--- src/rtl/frame_updater.sv ---
// frame_updater: local LED frame buffer that streams changed bytes to the
// serial pixel writer over a valid/pos/value/busy handshake. It sends the
// data-mode command after reset, the display-control command whenever the
// brightness changes, and one transfer per dirty pixel (round-robin scan).
// Optional: define FRAME_UPDATER_AUTO_REFRESH_EN to force a full refresh
// every REFRESH_CYCLES clocks.
module frame_updater #(
  parameter int         NUM_PIXELS     = 16,
  parameter int         ADDR_W         = 4,
  parameter logic [7:0] DATA_CMD       = 8'h44,
  parameter logic [7:0] ADDR_CMD_BASE  = 8'hC0,
  parameter logic [7:0] DISP_CMD_BASE  = 8'h88,
  parameter int         REFRESH_CYCLES = 12_000_000
) (
  input  logic              clk,
  input  logic              rst_n,
  input  logic              wr_en,
  input  logic [ADDR_W-1:0] wr_addr,
  input  logic [7:0]        wr_data,
  input  logic              bright_wr,
  input  logic [2:0]        bright_in,
  output logic              out_valid,
  output logic [7:0]        out_pos,
  output logic [7:0]        out_value,
  input  logic              out_busy,
  output logic              idle
);

  typedef enum logic [2:0] {
    INIT_DATA,
    SCAN,
    ISSUE,
    WAIT_HI,
    WAIT_LO
  } state_t;

  state_t            state, state_nxt;
  logic [7:0]        fb [NUM_PIXELS];
  logic [NUM_PIXELS-1:0] dirty;
  logic [2:0]        brightness;
  logic              bright_pending;
  logic [ADDR_W-1:0] ptr;
  logic              pix_sent;
  logic              wr_ok;
  logic              refresh_tick;

  logic              load_en;
  logic              load_pix;
  logic [7:0]        load_pos;
  logic [7:0]        load_val;
  logic              clr_bright;
  logic              clr_dirty;
  logic              adv_ptr;
  logic              valid_nxt;

  if ((2 ** ADDR_W) < NUM_PIXELS) begin : g_bad_addr_w
    $error("ADDR_W too narrow for NUM_PIXELS");
  end
  if (REFRESH_CYCLES < 2) begin : g_bad_refresh
    $error("REFRESH_CYCLES must be at least 2");
  end

  // Out-of-range addresses are dropped entirely (no store, no dirty, no idle drop).
  assign wr_ok = wr_en && ({1'b0, wr_addr} < (ADDR_W + 1)'(NUM_PIXELS));

`ifdef FRAME_UPDATER_AUTO_REFRESH_EN
  localparam int CNT_W = $clog2(REFRESH_CYCLES);
  logic [CNT_W-1:0] refresh_cnt;

  assign refresh_tick = (refresh_cnt == CNT_W'(REFRESH_CYCLES - 1));

  // Free-running refresh period counter.
  always_ff @(posedge clk or negedge rst_n) begin
    if (!rst_n)            refresh_cnt <= '0;
    else if (refresh_tick) refresh_cnt <= '0;
    else                   refresh_cnt <= refresh_cnt + CNT_W'(1);
  end
`else
  assign refresh_tick = 1'b0;
`endif

  // Frame buffer, dirty bits and brightness; later sets override same-cycle clears.
  always_ff @(posedge clk or negedge rst_n) begin
    if (!rst_n) begin
      for (int unsigned i = 0; i < NUM_PIXELS; i++) fb[i] <= '0;
      dirty          <= '1;
      brightness     <= 3'd7;
      bright_pending <= 1'b1;
    end else begin
      if (clr_dirty) dirty[ptr] <= 1'b0;
      if (wr_ok) begin
        fb[wr_addr]    <= wr_data;
        dirty[wr_addr] <= 1'b1;
      end
      if (clr_bright) bright_pending <= 1'b0;
      if (bright_wr) begin
        brightness     <= bright_in;
        bright_pending <= 1'b1;
      end
      if (refresh_tick) begin
        dirty          <= '1;
        bright_pending <= 1'b1;
      end
    end
  end

  // Next-state and transfer-load decode.
  always_comb begin
    state_nxt  = state;
    load_en    = 1'b0;
    load_pix   = 1'b0;
    load_pos   = out_pos;
    load_val   = out_value;
    clr_bright = 1'b0;
    clr_dirty  = 1'b0;
    adv_ptr    = 1'b0;
    valid_nxt  = 1'b0;
    case (state)
      INIT_DATA: begin
        load_en   = 1'b1;
        load_pos  = 8'hFF;
        load_val  = DATA_CMD;
        state_nxt = ISSUE;
      end
      SCAN: begin
        if (bright_pending) begin
          load_en    = 1'b1;
          load_pos   = 8'hFF;
          load_val   = DISP_CMD_BASE | {5'b0, brightness};
          clr_bright = 1'b1;
          state_nxt  = ISSUE;
        end else if (dirty[ptr]) begin
          load_en   = 1'b1;
          load_pix  = 1'b1;
          load_pos  = ADDR_CMD_BASE | 8'(ptr);
          load_val  = fb[ptr];
          clr_dirty = 1'b1;
          state_nxt = ISSUE;
        end else begin
          adv_ptr = 1'b1;
        end
      end
      ISSUE: begin
        if (!out_busy) begin
          valid_nxt = 1'b1;
          state_nxt = WAIT_HI;
        end
      end
      WAIT_HI: begin
        if (out_busy) state_nxt = WAIT_LO;
      end
      WAIT_LO: begin
        if (!out_busy) begin
          adv_ptr   = pix_sent;
          state_nxt = SCAN;
        end
      end
      default: state_nxt = INIT_DATA;
    endcase
  end

  // State register, held transfer outputs, scan pointer and idle flag.
  always_ff @(posedge clk or negedge rst_n) begin
    if (!rst_n) begin
      state     <= INIT_DATA;
      out_valid <= 1'b0;
      out_pos   <= '0;
      out_value <= '0;
      ptr       <= '0;
      pix_sent  <= 1'b0;
      idle      <= 1'b0;
    end else begin
      state     <= state_nxt;
      out_valid <= valid_nxt;
      if (load_en) begin
        out_pos   <= load_pos;
        out_value <= load_val;
        pix_sent  <= load_pix;
      end
      if (adv_ptr) begin
        if (ptr == ADDR_W'(NUM_PIXELS - 1)) ptr <= '0;
        else                                ptr <= ptr + ADDR_W'(1);
      end
      idle <= (state == SCAN) && !bright_pending && (dirty == '0) &&
              !wr_ok && !bright_wr && !refresh_tick;
    end
  end

endmodule

--- config.mk ---
export PLATFORM = sky130hd
export DESIGN_NAME = frame_updater
export DESIGN_NICKNAME = d
export VERILOG_FILES = /design/src/rtl/frame_updater.sv
export SDC_FILE = /design/constraint.sdc
export NUM_CORES = 1
export LEC_CHECK = 0
export CAP_MARGIN = 20
export CORE_ASPECT_RATIO = 1.5
export CORE_UTILIZATION = 62
export CTS_BUF_LIST = sky130_fd_sc_hd__clkbuf_8
export DETAILED_ROUTE_END_ITERATION = 8
export PLACE_DENSITY = 0.86
export SETUP_SLACK_MARGIN = 0.15
export SYNTH_ARGS = -nofsm -noshare
export SYNTH_HDL_FRONTEND = slang
export SYNTH_SLANG_ARGS = --single-unit
--- constraint.sdc ---
create_clock -name clk -period 4.88 [get_ports clk]
set_input_delay 0.488 -clock clk [delete_from_list [all_inputs] [get_ports clk]]
set_output_delay 0.488 -clock clk [all_outputs]
set_load 0.01 [all_outputs]
==> impl_metrics.csv, run 1 <==
group,metric,value,unit
run_status,status,"finished, violations left",
run_status,violations,"hold timing",
power_and_ir_drop,cell_internal_pwr,2.79,mW
place,place.gp.congestion,0.941,
route,drtIter0Drc,397,
yosys,synth_top_family_by_area,"multiplexers",
yosys,avgSynthCellArea,14.7,µm²
power_and_ir_drop,switchingPower,1.16,mW
cts,cts_hold_buf,0,
cts,htreeDepth,4,
cells_and_area,drive_above_1_share,41.4,%
cts,cts_sinks,172,
global_routing,grt_pass1_wl,29.7,mm
worst_setup_path,crit_slowest_cell,"dfrtp_1",
yosys,yosysUniqueCellTypes,54,
worst_setup_path,cp-start-kind,"flip-flop",
global_routing,grt-ovfl-total,0,
die,die_x,94.6,µm
timing,hold_slack,-1.41,ps
cts,path_clk_slew,90,ps
timing,fin_ws,1880,ps
power_and_ir_drop,power_frac_seq,49.7,%
cells_and_area,area_delta_synth_final,11.8,%
worst_setup_path,reg2reg_slack,1880,ps
worst_setup_path,path_class,"flip-flop to flip-flop",
place,dp_hpwl,12.3,mm
power_and_ir_drop,leakage,3.59,nW
die,start_util,63.8,%
route,final_antenna_net_count,0,
yosys,synthSimpleGateAreaFrac,5.99,%
yosys,synthArstFlopShare,100,%
route,vias,5050,
place,io_buffers,37,
cts,tritoncts,"done",
worst_setup_path,cp-end-kind,"flip-flop",
global_routing,grt_max_degree,67,
timing,skew,8.53,ps
cells_and_area,diodes,0,
power_and_ir_drop,powerDensity,442,mW/mm²
global_routing,grt_use_total,30.6,%
power_and_ir_drop,clkPwrFrac,26.2,%
yosys,yosys_register_bits,172,
min_path,hold_class,"input pin to asynchronous set/reset pin",
yosys,synth_compound_area_share,4.95,%
route,postRouteWirelength,18.4,mm
route,drc,0,
cells_and_area,nets,605,
worst_setup_path,worstPathBufferInverterCount,0,
timing,finalMaxSlewViolations,0,
power_and_ir_drop,p_sw_share,29.4,%
yosys,synth_xor_xnor_area_share,0,%
yosys,yosys_warnings,0,
timing,finalSetupViolCount,0,
job,maxCapViolations,0,
timing,rsz0062_at_grt,"no",
route,firstDrtPassIters,5,
cts,cts_resized,0,
timing,finalHoldViolCount,1,
cts,clockBufferDepth,2,
timing,relSlewSlack,26.2,%
cts,cts-root-buf,"clkbuf_8",
worst_setup_path,worstPathMaxFanout,23,
timing,period_needed,3000,ps
cts,clk_latency,460,ps
die,core_region_area,0.0125,mm²
yosys,synth_edf_count,0,
worst_setup_path,worstPathCellList,"mux4_2, mux2i_2, mux2i_4, o21a_1, mux2_4",
cells_and_area,fill_cells,803,
yosys,synth.area.mux_share,31.8,%
worst_setup_path,worstPathArrival,3350,ps
worst_setup_path,path_delay_family,"multiplexers",
die,dieArea,0.0133,mm²
route,drt-wirelength-per-cell,24.6,µm
timing,min_period_over_period,61.4,%
route,avgViaCountPerCell,6.73,
yosys,syn-num-nets,567,
timing,fmax,334,MHz
cts,cts_setup_buffers,0,
global_routing,antenna_found_initial,0,
timing,fin_tns_setup,0,ps
timing,worst_slew_pin_slew,1100,ps
yosys,synth.area.top_cells,"dfrtp_1 (48%), mux2_2 (18%), mux4_2 (11%)",
yosys,syn_area,0.00798,mm²
yosys,synth_fa_ha_area_share,0.627,%
die,die_h,141,µm
cells_and_area,fin_util,71.3,%
yosys,synth-main-ff-cell,"dfrtp_1",
place,dp_cells,715,
yosys,synth_cells,543,
cts,numCtsBuffers,17,
global_routing,grt_pass1_vias,5408,
power_and_ir_drop,power_frac_comb,24.1,%
yosys,synth.top_cell.area_share,47.6,%
yosys,seq_area_frac_synth,54.2,%
cells_and_area,stdcell_count,750,
worst_setup_path,worstPathRequired,5240,ps
die,ios,38,
power_and_ir_drop,peakVddDrop,189,µV
place,place_ws,1920,ps
yosys,yosys.area.top_type,"dfrtp_1",
die,rows,50,
worst_setup_path,critPathMaxStageDelay,1080,ps
[cells in the mapped netlist, types with 7 or more instances]
library cell  number
clkbuf_1          17
mux2_2           125
nor2b_1            7
mux2_1            11
buf_2              7
mux4_2            38
nand2_1           12
dfrtp_1          152
inv_1             12
a31oi_1           12
dfstp_2           20
nor2_1            22
[logic make-up (layout without fill, tap and decap cells)]
family | count (synthesis) | in the layout
compound gates | 56 | 56
fa+ha+maj | 4 | 4
buf+inv | 43 | 94
flops | 172 | 172
mux | 184 | 184
simple gates | 84 | 84
[state kept, by name, summed over array words and instances (netlist names)]
register        count
bright_pending      1
state               3
brightness          3
fb                128
pix_sent            1
out_valid           1
dirty              16
out_value           8
ptr                 4
idle                1
out_pos             6
[power by group through the flow]
stage / clock [mW] / combinational [mW] / sequential [mW]
global route: 1.11 / 1.03 / 2.00
finish: 1.03 / 0.952 / 1.96
global placement: 0 / 0.915 / 1.95
CTS: 1.04 / 0.957 / 1.96
detailed placement: 0 / 0.950 / 1.98
floorplan: 0 / 0.728 / 1.90
[area by class of cell]
class / count / area, µm² / share of cell area, %
clock inverters: 14 / 163 / 1.82
well taps: 156 / 195 / 2.19
flip-flops and latches: 172 / 4330 / 48.5
multi-input cells: 328 / 3460 / 38.8
clock buffers: 18 / 248 / 2.78
inverters: 13 / 48.8 / 0.547
repair buffers: 49 / 477 / 5.34
[cell usage in the layout, fill, tap and decap left out, types with 4 or more instances in the layout]
cell	count
o22a_1	4
nand2_1	12
clkdlybuf4s50_1	36
mux2_2	125
inv_1	13
nor2_1	22
nand2b_1	5
mux4_2	38
dfstp_2	20
a21o_1	5
a31oi_1	12
mux2_1	11
nor2b_1	7
and3_1	4
nor4_1	5
nand4_1	6
dfrtp_1	150
ha_1	4
o21a_1	4
buf_6	5
a21oi_1	6
nand3_1	6
clkbuf_8	18
o21ai_1	5
buf_4	8
clkinvlp_4	4
nor3_2	6
mux2_4	4
[per-layer routing]
layer  GRT usage, %  share of wire, %  up-vias
li1               -                 -     2115
met1           37.2                37     2642
met2           49.4                52      225
met3           7.50               5.6       68
met4           17.5               5.2        0
met5              0                 0        -
[worst paths after layout]
check / start / to / cells after the start
worst max-delay path: ptr[3] / out_value[2] / 5
worst min-delay path: rst_n / fb[89] / 1
worst max register to register: ptr[3] / out_value[2] / 5
worst min register to register: fb[62] / fb[62] / 1
max in group asynchronous: rst_n / ptr[0] / 2
min in group clk: fb[62] / fb[62] / 1
[metrics by stage]
step	power [mW]	cell area, µm²
2_1_floorplan	2.63	7980
3_3_place_gp	2.86	8460
3_5_place_dp	2.93	8480
4_1_cts	3.95	8890
5_1_grt	4.13	8920
6_report	3.95	8920
Note: power is estimated with default switching activity, not from simulation.
==> run 2, diff against run 1 <==
--- a/config.mk
+++ b/config.mk
@@ -7,10 +7,10 @@
 export LEC_CHECK = 0
 export CAP_MARGIN = 20
 export CORE_ASPECT_RATIO = 1.5
-export CORE_UTILIZATION = 62
+export CORE_UTILIZATION = 56
 export CTS_BUF_LIST = sky130_fd_sc_hd__clkbuf_8
 export DETAILED_ROUTE_END_ITERATION = 8
-export PLACE_DENSITY = 0.86
+export PLACE_DENSITY = 0.82
 export SETUP_SLACK_MARGIN = 0.15
 export SYNTH_ARGS = -nofsm -noshare
 export SYNTH_HDL_FRONTEND = slang
==> constraint.sdc (replaced) <==
create_clock -name clk -period 2.5 [get_ports clk]
set_input_delay 0.25 -clock clk [delete_from_list [all_inputs] [get_ports clk]]
set_output_delay 0.25 -clock clk [all_outputs]
set_load 0.01 [all_outputs]
==> impl_metrics.csv, run 2 (same netlist as run 1, synthesis figures left out) <==
group,metric,value,unit
timing,fin_tns_setup,0,ps
cells_and_area,area_delta_synth_final,15.1,%
timing,finalHoldViolCount,0,
route,firstDrtPassIters,6,
cells_and_area,diodes,0,
route,postRouteWirelength,18.1,mm
cts,path_clk_slew,100,ps
cts,cts-root-buf,"clkbuf_8",
power_and_ir_drop,clkPwrFrac,26.7,%
cells_and_area,regArea,0.00433,mm²
timing,fin_ws,228,ps
global_routing,grt_pass1_vias,5377,
cts,numCtsBuffers,17,
cts,htreeDepth,4,
timing,finalSetupViolCount,0,
cells_and_area,fill_cells,995,
place,dp_hpwl,12.7,mm
die,dieArea,0.0147,mm²
die,die_x,99.5,µm
cells_and_area,final_common_cell,"dfrtp_1",
worst_setup_path,reg2reg_slack,230,ps
global_routing,grt_pass1_wl,29.1,mm
worst_setup_path,rr_endpoint,"ptr[1]",
cells_and_area,nets,628,
cells_and_area,layout_common_cells,"dfrtp_1 (150), mux2_2 (125), mux4_2 (38), clkdlybuf4s50_1 (36), buf_4 (32)",
cells_and_area,stdcell_count,809,
route,drt-wirelength-per-cell,22.4,µm
timing,min_period_over_period,90.9,%
cells_and_area,stdcell_area,0.00919,mm²
global_routing,grt-ovfl-total,0,
worst_setup_path,rr_worst_depth,6,
run_status,status,"finished clean",
cells_and_area,top_register,"fb",
power_and_ir_drop,p_sw_share,28.9,%
die,die_h,148,µm
worst_setup_path,worstPathMaxFanout,11,
route,avgViaCountPerCell,6.15,
die,ios,38,
place,place.gp.congestion,0.894,
die,start_util,57.1,%
cells_and_area,largest_reg_flops,128,
cells_and_area,drive_above_1_share,43.8,%
timing,relSlewSlack,56.1,%
route,final_antenna_net_count,0,
cts,cts_setup_buffers,0,
cells_and_area,fin_util,65.7,%
cts,cts_sinks,172,
route,vias,4972,
global_routing,grt_max_degree,72,
place,dp_cells,776,
route,drtIter0Drc,214,
power_and_ir_drop,power_frac_comb,25.0,%
cells_and_area,largestRegisters,"fb: 128 flops, dirty: 16 flops, out_value: 8 flops",
min_path,hold_class,"input pin to asynchronous set/reset pin",
place,dpl_cell_area,0.00873,mm²
timing,period_needed,2270,ps
timing,worst_slew_pin_slew,659,ps
timing,finalMaxSlewViolations,0,
worst_setup_path,cp-start-kind,"flip-flop",
worst_setup_path,worstPathArrival,2600,ps
worst_setup_path,cp-end-kind,"flip-flop",
power_and_ir_drop,switchingPower,2.27,mW
power_and_ir_drop,power_frac_seq,48.3,%
power_and_ir_drop,leakage,3.73,nW
timing,rsz0062_at_grt,"no",
worst_setup_path,path_class,"flip-flop to flip-flop",
cts,clk_latency,460,ps
route,drc,0,
job,maxCapViolations,0,
worst_setup_path,r2r_start,"ptr[1]",
timing,skew,14.8,ps
worst_setup_path,worstPathRequired,2830,ps
die,rows,53,
cells_and_area,multi_input_area,0.00347,mm²
global_routing,antenna_found_initial,0,
power_and_ir_drop,cell_internal_pwr,5.60,mW
power_and_ir_drop,peakVddDrop,428,µV
power_and_ir_drop,powerDensity,857,mW/mm²
timing,fmax,440,MHz
place,place_ws,166,ps
die,core_region_area,0.0140,mm²
global_routing,grt_use_total,26.6,%
place,io_buffers,37,
cts,clockBufferDepth,2,
cts,tritoncts,"done",
==> run 2: cell type report <==
class	instances	share of cell area [%]
tap	192	2.61
sequential	172	47.1
clock inverter	15	2.19
multi-input combinational	328	37.8
clock buffer	17	2.55
timing repair buffer	72	7.20
inverter	13	0.531
==> run 2: metrics by stage <==
stage / hold slack, ps / power (mW)
floorplan: -45.6 / 5.13
global placement: 288 / 5.66
detailed placement: 307 / 5.81
CTS: 377 / 7.91
global route: 391 / 8.24
finish: 358 / 7.87
==> run 2: worst max path at each step <==
stage | start | to | slack [ps] | cells after the start
6_report | ptr[1] | ptr[1] | 230 | 6
4_1_cts | ptr[1] | ptr[1] | 150 | 6
3_3_place_gp | ptr[1] | ptr[1] | 260 | 6
5_1_grt | ptr[1] | ptr[0] | 130 | 6
2_1_floorplan | ptr[0] | out_value[3] | 210 | 7
3_5_place_dp | ptr[1] | out_value[2] | 170 | 5
==> run 2: repair_timing <==
action / in CTS / in global routing
hold buffers: 1 / 0
setup endpoints to repair: 1 / 2
gates resized for setup: 1 / 1
hold endpoints to repair: 50 / 0
==> run 2: routing by layer <==
metal	part of all wire, %	up-vias	global-route usage (%)
met2	54	163	46.6
met1	39	2611	32.3
met5	0	-	0
met3	4.1	45	4.56
li1	-	2153	-
met4	3.5	0	11.6
==> run 2: critical path, cell delays in order (launching register included) <==
cell and delay, ps:
dfrtp_2 460, mux4_2 570, mux2i_4 220, mux2i_4 150, buf_4 200, o21ba_2 240
mux2_1 320
==> run 2: power by group through the flow <==
| stage | Sequential (mW) | Clock (mW) | Combinational, mW |
|---|---|---|---|
| floorplan | 3.71 | 0 | 1.42 |
| global placement | 3.79 | 0 | 1.88 |
| detailed placement | 3.85 | 0 | 1.96 |
| CTS | 3.80 | 2.14 | 1.97 |
| global route | 3.88 | 2.24 | 2.12 |
| finish | 3.80 | 2.10 | 1.97 |
==> run 3, diff against run 2 <==
--- a/config.mk
+++ b/config.mk
@@ -11,7 +11,8 @@
 export CTS_BUF_LIST = sky130_fd_sc_hd__clkbuf_8
 export DETAILED_ROUTE_END_ITERATION = 8
 export PLACE_DENSITY = 0.82
-export SETUP_SLACK_MARGIN = 0.15
+export SETUP_SLACK_MARGIN = 0.1
+export SKIP_LAST_GASP = 1
 export SYNTH_ARGS = -nofsm -noshare
 export SYNTH_HDL_FRONTEND = slang
 export SYNTH_SLANG_ARGS = --single-unit
==> results of run 3 <==
The final DEF is identical to that of run 2; final timing and power are the same.
Main changes from that run: number of gates resized after CTS 1 -> 0; via count of the first global-routing pass 5377 -> 5376
